**src/rtl/i2s_rx.sv**
```systemverilog
// i2s_rx -- Philips-format I2S receiver.
// The asynchronous BCK/LRCK/DATA pins are synchronized into clk_sys.
// Each channel slot is deserialized MSB first. Completed left/right
// words are presented as a coherent pair.
//
// Output timing: sample_valid is a one-cycle strobe with no back-pressure.
// In the strobe cycle, right holds the newest word and left holds the word
// from the same frame. Both stay stable until the next word of their
// channel completes.
//
// Latency: an i2s_bck rise on the pin is first sampled by one clk_sys edge.
// All state it causes lands on the SYNC_STAGES+1'th edge counted from that
// first sampling edge, inclusive (3 edges at the default depth).
module i2s_rx #(
   parameter int AUDIO_DW       = 16,
   parameter int SYNC_STAGES    = 2,
   parameter int TIMEOUT_CYCLES = 4096
) (
   input  logic                clk_sys,
   input  logic                reset,
   input  logic                i2s_bck,
   input  logic                i2s_lrck,
   input  logic                i2s_data,
   output logic [AUDIO_DW-1:0] left,
   output logic [AUDIO_DW-1:0] right,
   output logic                sample_valid,
   output logic                locked,
   output logic                short_err
);

   localparam int CW = $clog2(AUDIO_DW + 1);
   localparam int TW = $clog2(TIMEOUT_CYCLES + 1);

   localparam logic [CW-1:0] CNT_FULL = CW'(AUDIO_DW);
   localparam logic [CW-1:0] CNT_ONE  = CW'(1);
   localparam logic [TW-1:0] TO_LAST  = TW'(TIMEOUT_CYCLES - 1);
   localparam logic [TW-1:0] TO_MAX   = TW'(TIMEOUT_CYCLES);
   localparam logic [TW-1:0] TO_ONE   = TW'(1);

   // IDLE: waiting for the first BCK rise to learn the current LRCK level.
   // SEEK: framing unknown; the word in progress is partial and is dropped.
   // LOCKED: every LRCK transition delivers a complete word.
   typedef enum logic [1:0] {
      ST_IDLE   = 2'd0,
      ST_SEEK   = 2'd1,
      ST_LOCKED = 2'd2
   } state_t;

   state_t state;
   state_t state_nxt;

   // Synchronizer chains; bit 0 faces the pin.
   logic [SYNC_STAGES-1:0] bck_sync;
   logic [SYNC_STAGES-1:0] lrck_sync;
   logic [SYNC_STAGES-1:0] data_sync;
   logic                   bck_prev;

   logic bck_s;
   logic lrck_s;
   logic data_s;
   logic bck_rise;

   // Word tracking registers.
   logic [AUDIO_DW-1:0] sr;
   logic [CW-1:0]       cnt;
   logic                cur_ch;
   logic                prev_lrck;

   // BCK activity watchdog.
   logic [TW-1:0] idle_cnt;
   logic          timeout;

   // Next-state values produced by the FSM process.
   logic [AUDIO_DW-1:0] sr_nxt;
   logic [CW-1:0]       cnt_nxt;
   logic                cur_ch_nxt;
   logic                prev_lrck_nxt;
   logic [AUDIO_DW-1:0] left_nxt;
   logic [AUDIO_DW-1:0] right_nxt;
   logic                sample_valid_nxt;
   logic                short_err_nxt;
   logic                locked_nxt;

   // Word-assembly helpers.
   logic                take_bit;
   logic [AUDIO_DW-1:0] sr_shift;
   logic [CW-1:0]       cnt_shift;
   logic [CW-1:0]       pad_amt;
   logic [AUDIO_DW-1:0] word;
   logic                transition;

   // Bring the three serial pins into clk_sys and remember the last synchronized BCK.
   always_ff @(posedge clk_sys) begin
      if (reset) begin
         bck_sync  <= '0;
         lrck_sync <= '0;
         data_sync <= '0;
         bck_prev  <= 1'b0;
      end else begin
         bck_sync  <= {bck_sync[SYNC_STAGES-2:0], i2s_bck};
         lrck_sync <= {lrck_sync[SYNC_STAGES-2:0], i2s_lrck};
         data_sync <= {data_sync[SYNC_STAGES-2:0], i2s_data};
         bck_prev  <= bck_s;
      end
   end

   assign bck_s    = bck_sync[SYNC_STAGES-1];
   assign lrck_s   = lrck_sync[SYNC_STAGES-1];
   assign data_s   = data_sync[SYNC_STAGES-1];
   assign bck_rise = bck_s & ~bck_prev;

   // Count clk_sys cycles since the last BCK rise.
   // The count saturates, so the timeout fires only once per stall.
   always_ff @(posedge clk_sys) begin
      if (reset) begin
         idle_cnt <= '0;
      end else if (bck_rise) begin
         idle_cnt <= '0;
      end else if (idle_cnt != TO_MAX) begin
         idle_cnt <= idle_cnt + TO_ONE;
      end
   end

   assign timeout = !bck_rise && (idle_cnt == TO_LAST);

   // Shift the current bit in, unless the word is already full.
   // Extra bits in a long slot are dropped, which truncates the slot.
   // A short word is left-aligned, with zero padding in the LSBs.
   always_comb begin
      take_bit   = bck_rise && (cnt < CNT_FULL);
      sr_shift   = take_bit ? {sr[AUDIO_DW-2:0], data_s} : sr;
      cnt_shift  = take_bit ? (cnt + CNT_ONE) : cnt;
      pad_amt    = CNT_FULL - cnt_shift;
      word       = sr_shift << pad_amt;
      transition = bck_rise && (lrck_s != prev_lrck);
   end

   // FSM state register.
   always_ff @(posedge clk_sys) begin
      if (reset) begin
         state <= ST_IDLE;
      end else begin
         state <= state_nxt;
      end
   end

   // Next-state and datapath decisions for each BCK rise or timeout.
   always_comb begin
      state_nxt        = state;
      sr_nxt           = sr;
      cnt_nxt          = cnt;
      cur_ch_nxt       = cur_ch;
      prev_lrck_nxt    = prev_lrck;
      left_nxt         = left;
      right_nxt        = right;
      sample_valid_nxt = 1'b0;
      short_err_nxt    = 1'b0;
      locked_nxt       = locked;

      if (timeout) begin
         // A stalled bit clock loses framing. The last samples are kept.
         state_nxt  = ST_IDLE;
         locked_nxt = 1'b0;
         sr_nxt     = '0;
         cnt_nxt    = '0;
      end else if (bck_rise) begin
         prev_lrck_nxt = lrck_s;
         case (state)
            ST_IDLE: begin
               state_nxt = ST_SEEK;
            end
            ST_SEEK, ST_LOCKED: begin
               sr_nxt  = sr_shift;
               cnt_nxt = cnt_shift;
               if (transition) begin
                  // The bit on this rise was the LSB of the word that just ended.
                  sr_nxt     = '0;
                  cnt_nxt    = '0;
                  cur_ch_nxt = lrck_s;
                  if (state == ST_SEEK) begin
                     state_nxt  = ST_LOCKED;
                     locked_nxt = 1'b1;
                  end else begin
                     if (cur_ch) begin
                        right_nxt        = word;
                        sample_valid_nxt = 1'b1;
                     end else begin
                        left_nxt = word;
                     end
                     short_err_nxt = (cnt_shift < CNT_FULL);
                  end
               end
            end
            default: begin
               state_nxt = ST_IDLE;
            end
         endcase
      end
   end

   // Register the word tracking state and the outputs.
   always_ff @(posedge clk_sys) begin
      if (reset) begin
         sr           <= '0;
         cnt          <= '0;
         cur_ch       <= 1'b0;
         prev_lrck    <= 1'b0;
         left         <= '0;
         right        <= '0;
         sample_valid <= 1'b0;
         short_err    <= 1'b0;
         locked       <= 1'b0;
      end else begin
         sr           <= sr_nxt;
         cnt          <= cnt_nxt;
         cur_ch       <= cur_ch_nxt;
         prev_lrck    <= prev_lrck_nxt;
         left         <= left_nxt;
         right        <= right_nxt;
         sample_valid <= sample_valid_nxt;
         short_err    <= short_err_nxt;
         locked       <= locked_nxt;
      end
   end

endmodule
```
**config.mk**
```make
export PLATFORM = sky130hd
export DESIGN_NAME = i2s_rx
export DESIGN_NICKNAME = d
export VERILOG_FILES = /design/src/rtl/i2s_rx.sv
export SDC_FILE = /design/constraint.sdc
export NUM_CORES = 1
export LEC_CHECK = 0
export ABC_AREA = 1
export CORE_AREA = 4 4 109 111
export DETAILED_ROUTE_END_ITERATION = 8
export DIE_AREA = 0 0 113 115
export GPL_ROUTABILITY_DRIVEN = 0
export PLACE_DENSITY_LB_ADDON = 0.05
export SLEW_MARGIN = 40
export SYNTH_ARGS = -nofsm -noshare
export SYNTH_HDL_FRONTEND = slang
export SYNTH_SLANG_ARGS = --single-unit
```
**constraint.sdc**
```tcl
create_clock -name clk_sys -period 3.2 [get_ports clk_sys]
set_clock_uncertainty 0.15 [all_clocks]
set_input_delay 0.64 -clock clk_sys [delete_from_list [all_inputs] [get_ports clk_sys]]
set_output_delay 0.64 -clock clk_sys [all_outputs]
set_load 0.02 [all_outputs]
```
# Yosys cells after proc, flatten, opt, wreduce, memory -nomap -nowiden
# Cells that the tools add are included.
dict set report classes {
  add_sub_neg 3
  order_cmp 2
  n_eq_ne 7
  shift 1
  n_mux 8
  bitwise 8
  n_reduce_logical 16
}
# operator count
set ops {}
lappend ops {{16-bit 2-to-1 mux} 2}
lappend ops {{16-bit by 5-bit left shift with 16-bit output} 1}
lappend ops {{13-bit by 1-bit adder with 13-bit output (second input constant)} 1}
lappend ops {{13-bit by 12-bit == test with 1-bit output (second input constant)} 1}
lappend ops {{13-bit != test (second input constant)} 1}
lappend ops {{6-bit AND reduction} 2}
lappend ops {{5-bit < comparator (second input constant)} 2}
lappend ops {{5-bit 2-to-1 mux} 2}
lappend ops {{4-bit AND reduction} 2}
lappend ops {{1-bit inverter} 7}
lappend ops {{2-bit OR reduction} 3}
lappend ops {{6-bit OR reduction} 1}
lappend ops {{5-bit by 1-bit adder with 5-bit output (second input constant)} 1}
lappend ops {{5-bit subtractor (first input constant)} 1}
lappend ops {{2-bit 2-to-1 mux} 2}
lappend ops {{2-bit != test (second input constant)} 2}
lappend ops {{2-bit case mux with 2 select lines} 1}
lappend ops {{2-bit AND reduction} 2}
lappend ops {{1-bit logical AND} 3}
lappend ops {{3-bit AND reduction} 1}
lappend ops {{2-bit by 1-bit == test with 1-bit output (second input constant)} 1}
lappend ops {{2-bit == test (second input constant)} 1}
lappend ops {{2-bit zero test} 1}
lappend ops {{1-bit bitwise AND} 1}
lappend ops {{3 further kinds} 3}
dict set report totals {
  regBits 80
}

# Depth between registers and ports, before layout
# Gate-level depths: netlist of the first run.
dict set report logic_depth {
  ltp_word 6
  mapped_depth 16
  mapped_depth_nobuf 15
}

# Worst setup path after synthesis of the first run
# Ideal clock, no wire load.
dict set report synth_timing {
  kind {reg-to-reg}
  from {register cnt[0]}
  to {register left[1]}
  setup_ns 0.070
  arrival_ns 1.927
  required_ns 2.980
  slack_ns 1.053
  path_stages_with_launch 14
  path_buffers 1
  cell_sequence {dfxtp_1 -> ha_1 -> inv_1 -> nand2_2 -> nand2_4 -> nand2_4 -> nor2_4 -> nand2_1 -> inv_1 -> ha_1 -> nor2_4 -> buf_6 -> nand3_1 -> a21oi_1}
}
dict set report synth_between {
  elab_chain_len 5
  word_cells_on_any_way 7
  classes_between {add/sub (2); order compare (1); shift (1); mux (2); reduce/logical (1)}
}
# element line_no
set synth_lines {}
lappend synth_lines {{from (decl)} 65} ;# logic [CW-1:0] cnt;
lappend synth_lines {{from (signal assigned)} 215} ;# cnt <= cnt_nxt;
lappend synth_lines {{5-bit < comparator} 130} ;# take_bit = bck_rise && (cnt < CNT_FULL);
lappend synth_lines {{1-bit logical AND} 130}
lappend synth_lines {{5-bit 2-to-1 mux} 132} ;# cnt_shift = take_bit ? (cnt + CNT_ONE) : cnt;
lappend synth_lines {{5-bit subtractor} 133} ;# pad_amt = CNT_FULL - cnt_shift;
lappend synth_lines {{16-bit by 5-bit left shift with 16-bit output (*)} 134} ;# word = sr_shift << pad_amt;
lappend synth_lines {{to (signal assigned)} 218} ;# left <= left_nxt;
lappend synth_lines {{to (decl)} 24} ;# output logic [AUDIO_DW-1:0] left,
# Every way passes the cells marked *; elsewhere a longest branch is shown, timed or not.
# A chain may end at the register's enable or synchronous reset.

# Final worst setup path of the first run
dict set report layout_timing {
  from {register cnt[4]}
  to {register left[14]}
}
# The elaborated chain is that of the path after synthesis.

==> impl_metrics.toml, run 1 <==
[layout]
final_util_pct = 45.7
nets = 688
antenna_cells = 0
area_delta_synth_final_pct = 16.3
drive_above_1_share_pct = 7.21

[logic_synthesis]
synth_cells = 644
synthArstFlopShare_pct = 0
yosys.cell_count.top_type = "nand2_1"
ys_seq_elements = 80
ys_top_cells_by_count = "191 x nand2_1, 80 x dfxtp_1, 71 x inv_1"
synth_top_area_cell = "dfxtp_1"
ys.flop_type = "dfxtp_1"
netlist_area_sq_mm = 0.00424
yosysTopAreaCellShare_pct = 37.7
syn_area_per_cell_sq_um = 6.59
ys_seq_area_share_pct = 37.7
ys_types = 30
synth_area_leaders = "dfxtp_1 38%, nand2_1 17%, a21oi_1 6.4%"
synth-edff-count = 0
syn_nets = 657
yosysWarnings = 0

[critical_path]
end_kind = "flip-flop"
cp.required_ns = 3.36
critPathMaxFanout = 28
worstPathArrival_ns = 2.82
critPathKind = "reg -> reg"
setup.worst_path.start_class = "flip-flop"

[timing]
worstMarginPinSlew_ns = 0.746
grt_setup_unrepaired = "false"
setup_viol = 0
final-hold-violation-count = 0
fin_crit_ns = 2.65
slew_viol_final = 0
fin_setup_tns_ns = 0
max_freq_ghz = 0.377
fin_crit_sh_pct = 82.9
relSlewSlack_pct = 50.1

[cts]
clockBufferDepth = 2
cts_root_buf = "clkbuf_8"
post-cts-setup-buffers = 0
ctsHtreeMaxLevel = 3
clkSlewWorstSetupHoldPaths_ns = 0.09
hold_buffers = 0
clk_latency_ns = 0.35
cts_buffers = 9
numClockSinks = 80
cts_resized = 0
cts_tree = "yes"

[global_routing]
grt_pass1_wl_microns = 18000
grt-ovfl-total = 0
grt_pass1_vias = 3855
antenna_found_initial = 0
grt_max_degree = 33
grt_usage_pct = 16.9

[power]
sw_frac_of_total_pct = 26.7
seqPwrFrac_pct = 50.1
pwr-share-comb_pct = 10.8
p_leak_nw = 2.12
power.total_mw = 2.02
switching_power_mw = 0.539
peakVddDrop_v = 0.000274
pwr-share-clk_pct = 39.2
p_int_mw = 1.48
power_density_mw_per_mm2 = 409

[floorplanning]
die_h_microns = 115
die_x_microns = 113
core_sq_mm = 0.0108
start_util_pct = 39.3
rows = 38
num_io_pins = 40
die_area_sq_mm = 0.0130

[drt]
num_vias = 4012
finalWirelength_microns = 10400
drcViolationCount = 0
vias_per_cell = 4.89
wire_per_inst_microns = 12.7
drtPass1Iterations = 4
first_iter_violations = 240
ant_nets = 0

[min_path]
min_path_type = "reg -> reg"

[job]
cap_violations = 0

[placement]
dp_hpwl_microns = 7580
io_buffers = 39

[run_status]
status = "completed"
-- per-layer routing --
metal	part of all wire, %	track usage (%)	routed length (microns)	up-vias
li1	-	-	-	2124
met1	49	21.3	5080	1824
met2	47	28.4	4910	55
met3	3.0	4.74	314	9
met4	1.2	4.49	123	0
met5	0	0	0	-
-- through the flow --
stage / cell area, sq um / hold slack [ns] / worst slack (ns) / cells
floorplan: 4240 / 0.238 / 1.05 / 644
global route: 4930 / 0.279 / 0.241 / 820
CTS: 4930 / 0.255 / 0.530 / 820
finish: 4930 / 0.253 / 0.547 / 820
detailed placement: 4720 / 0.243 / 0.557 / 804
global placement: 4710 / 0.240 / 0.593 / 804
-- logic make-up after synthesis --
| logic type | after synthesis | share of synthesized area, % |
|---|---|---|
| adders and majority gates | 8 | 2.36 |
| DFF | 80 | 37.7 |
| and+or+nand+nor | 345 | 35.5 |
| buffers and inverters | 102 | 10.4 |
| xor gates and xnor gates | 1 | 0.206 |
| AOI/OAI and AO/OA | 108 | 13.8 |
-- area by class of cell --
cell class | count | area (sq um)
Multi-Input combinational cell | 462 | 2210
Clock inverter | 5 | 63.8
Fill cell | 1094 | 5860
Clock buffer | 11 | 151
Tap cell | 140 | 175
Sequential cell | 80 | 1600
Timing Repair Buffer | 48 | 458
Inverter | 74 | 278
-- critical path, cell delays in order, from the launching register on --
cell and delay, ns:
dfxtp_1 0.36, inv_2 0.17, nand3_4 0.27, nand2_1 0.20, nand2_4 0.10, nand2_4 0.10
nor2_4 0.05, nand2_1 0.07, inv_1 0.05, ha_1 0.37, nor2_4 0.31, nand3_1 0.20
nand3_1 0.11, nand2_1 0.05, inv_1 0.04
-- power groups by stage --
stage | sequential [mW] | clock [mW] | combinational (mW)
6_report | 1.01 | 0.790 | 0.217
3_3_place_gp | 1.03 | 0 | 0.216
4_1_cts | 1.01 | 0.815 | 0.219
5_1_grt | 1.01 | 0.859 | 0.250
3_5_place_dp | 1.03 | 0 | 0.218
2_1_floorplan | 1.03 | 0 | 0.169
-- cells in the final DEF (no fill, tap or decap), types with 2 or more instances in the layout --
master | Yosys | layout
nand2_4 | 3 | 3
nand2_1 | 191 | 191
inv_2 | 3 | 3
inv_1 | 71 | 71
o21ai_0 | 39 | 39
ha_1 | 8 | 8
clkdlybuf4s50_1 | 0 | 39
nand4_1 | 4 | 4
a21oi_1 | 54 | 54
nor2_4 | 3 | 3
dfxtp_1 | 80 | 80
nor3_1 | 18 | 18
nand3_4 | 2 | 2
a211oi_1 | 3 | 3
nand4_2 | 2 | 2
a22oi_1 | 4 | 4
a32oi_1 | 5 | 5
nand2_2 | 7 | 7
nor2_1 | 62 | 62
clkinv_4 | 0 | 2
nor2_2 | 2 | 2
nand3_1 | 49 | 49
clkbuf_8 | 0 | 11
buf_4 | 3 | 9
-- worst paths after layout --
kind / startpoint / end / slack, ns / cells past startpoint
max reg2reg: cnt[4] / left[14] / 0.55 / 14
max: cnt[4] / left[14] / 0.55 / 14
min reg2reg: lrck_sync[0] / lrck_sync[1] / 0.25 / 2
min: lrck_sync[0] / lrck_sync[1] / 0.25 / 2
-- sequential cells by signal (all words and copies together) (netlist names) --
register	flops
bck_prev	1
bck_sync	2
cnt	5
cur_ch	1
data_sync	2
idle_cnt	13
left	16
locked	1
lrck_sync	2
prev_lrck	1
right	16
sample_valid	1
short_err	1
sr	16
state	2
Note: power is estimated with default switching activity, not from simulation.
==> inputs of run 2 (changes only) <==
==> constraint.sdc (replaced) <==
create_clock -name clk_sys -period 2.6 [get_ports clk_sys]
set_clock_uncertainty 0.15 [all_clocks]
set_input_delay 0.52 -clock clk_sys [delete_from_list [all_inputs] [get_ports clk_sys]]
set_output_delay 0.52 -clock clk_sys [all_outputs]
set_load 0.02 [all_outputs]
==> run 2 against run 1 <==
Effect of this change: via count rose by 1.2%; global-route usage up 0.28 points; clock-buffer cell count increased by 1; worst setup slack lost 0.32 ns; maximum frequency rose by 12%; non-clock buffer count increased by 6; combinational power rose by 28%; register-to-register slack got worse by 0.32 ns; wire length is 2.3% higher; critical path type unchanged; critical endpoint is now right[14]; core utilization rose by 1.0 points; sequential power up 23%.
==> impl_metrics.toml, run 2 (same netlist as run 1, synthesis figures left out) <==
[run_status]
status = "completed"

[timing]
setup_slack_ns = 0.224
max_freq_ghz = 0.421
worstMarginPinSlew_ns = 0.540
relSlewSlack_pct = 64.0
fin_setup_tns_ns = 0
grt_setup_unrepaired = "false"
setup_viol = 0
slew_viol_final = 0
fin_crit_ns = 2.38
hold_ws_ns = 0.253
final-hold-violation-count = 0
fin_crit_sh_pct = 91.4

[layout]
final_cell_mix = "191 x nand2_1, 80 x dfxtp_1, 71 x inv_1"
antenna_cells = 0
area_delta_synth_final_pct = 18.8
final_util_pct = 46.7
drive_above_1_share_pct = 7.87
fillCellCount = 1110
reg_top3 = "left x16, right x16, sr x16"
nets = 695
final_common_cell = "nand2_1"

[global_routing]
antenna_found_initial = 0
grt-ovfl-total = 0
grt_pass1_wl_microns = 18000
grt_usage_pct = 17.2
grt_max_degree = 33
grt_pass1_vias = 3800

[critical_path]
critPathMaxFanout = 7
critical_path_buf_inv_count = 2
worstPathArrival_ns = 2.55
critPathKind = "reg -> reg"
cpMostUsedCell = "nor2_4"
slowest_stage = "dfxtp_1"
path_cells = "nand2_2 -> nor2_4 -> nand2_2 -> nand2_4 -> nand2_4 -> nor2_4 -> nand2_1 -> inv_1 -> ha_1 -> nor2_4 -> nand3_1 -> nand3_1 -> nand2_1 -> inv_1"
worst_path_largest_cell_delay_ns = 0.43
end_kind = "flip-flop"
path_delay_family = "simple AND/OR/NAND/NOR gates"
setup.worst_path.start_class = "flip-flop"
cp.required_ns = 2.77

[power]
power_density_mw_per_mm2 = 522
peakVddDrop_v = 0.000266
p_leak_nw = 2.18

[drt]
wire_per_inst_microns = 12.9
finalWirelength_microns = 10700
num_vias = 4060
vias_per_cell = 4.92
ant_nets = 0
drtPass1Iterations = 4
drcViolationCount = 0
first_iter_violations = 273

[floorplanning]
die_h_microns = 115
rows = 38
die_area_sq_mm = 0.0130
num_io_pins = 40
core_sq_mm = 0.0108
start_util_pct = 39.3
die_x_microns = 113

[cts]
clockBufferDepth = 2
clkSlewWorstSetupHoldPaths_ns = 0.08
clk_latency_ns = 0.37
cts_root_buf = "clkbuf_8"
hold_buffers = 0
cts_buffers = 9
cts_tree = "yes"
numClockSinks = 80
ctsHtreeMaxLevel = 3

[min_path]
min_path_type = "reg -> reg"

[job]
cap_violations = 0

[placement]
pre_cts_slack_ns = 0.0735
io_buffers = 39
dp_hpwl_microns = 7640
[run 2: cell types whose count changed in the layout (fill, tap and decap cells not counted), sizes merged]
cell      delta
clkinvlp     -1
nor2         +1
buf          +6
inv          -1
clkbuf       +1
bufinv       +2
clkinv       -2
[run 2: path summary, 6_finish.rpt]
check / start / to / slack [ns] / cells past startpoint
max: bck_sync[1] / right[14] / 0.22 / 14
min: data_sync[0] / data_sync[1] / 0.25 / 2
max reg2reg: bck_sync[1] / right[14] / 0.22 / 14
min reg2reg: data_sync[0] / data_sync[1] / 0.25 / 2
[run 2: stage by stage]
stage | total power, mW | cell area (sq um) | cells
2_1_floorplan | 1.48 | 4240 | 644
3_3_place_gp | 1.54 | 4790 | 809
3_5_place_dp | 1.54 | 4790 | 809
4_1_cts | 2.67 | 5020 | 824
5_1_grt | 2.76 | 5040 | 826
6_report | 2.64 | 5040 | 826
[run 2: metal layers]
metal | vias up | track usage (%) | wire length [microns] | share of wire [%]
met5 | - | 0 | 0 | 0
met4 | 0 | 7.53 | 221 | 2.1
met3 | 14 | 4.00 | 434 | 4.1
met2 | 67 | 25.5 | 4550 | 43
met1 | 1834 | 23.8 | 5460 | 51
li1 | 2145 | - | - | -
[run 2: layout make-up]
type                       count  area (sq um)  area share, %
clock buffer                  12           145           2.88
clock inverter                 3          90.1           1.79
tap                          140           175           3.47
inverter                      74           278           5.51
multi-input combinational    463          2210           43.9
timing repair buffer          54           541           10.7
sequential                    80          1600           31.8
[run 2: where the power goes]
part           switching (mW)  leakage [nW]  internal, mW  total [mW]
sequential            0.00693         0.646          1.24        1.24
clock                   0.456         0.117         0.660        1.12
combinational           0.191          1.41        0.0852       0.277
total                   0.654          2.18          1.98        2.64
[run 2: worst reg2reg max path: stages (launching register included)]
cell	delay [ns]
dfxtp_1	0.43
nand2_2	0.14
nor2_4	0.17
nand2_2	0.08
nand2_4	0.10
nand2_4	0.08
nor2_4	0.11
nand2_1	0.08
inv_1	0.07
ha_1	0.35
nor2_4	0.24
nand3_1	0.15
nand3_1	0.09
nand2_1	0.05
inv_1	0.04
[run 2: timing repair]
item / 4_1_cts / 5_1_grt
hold endpoints to repair: 0 / 0
resized for setup: 0 / 2
endpoints found under the setup margin: 0 / 24
buffers inserted: 0 / 1
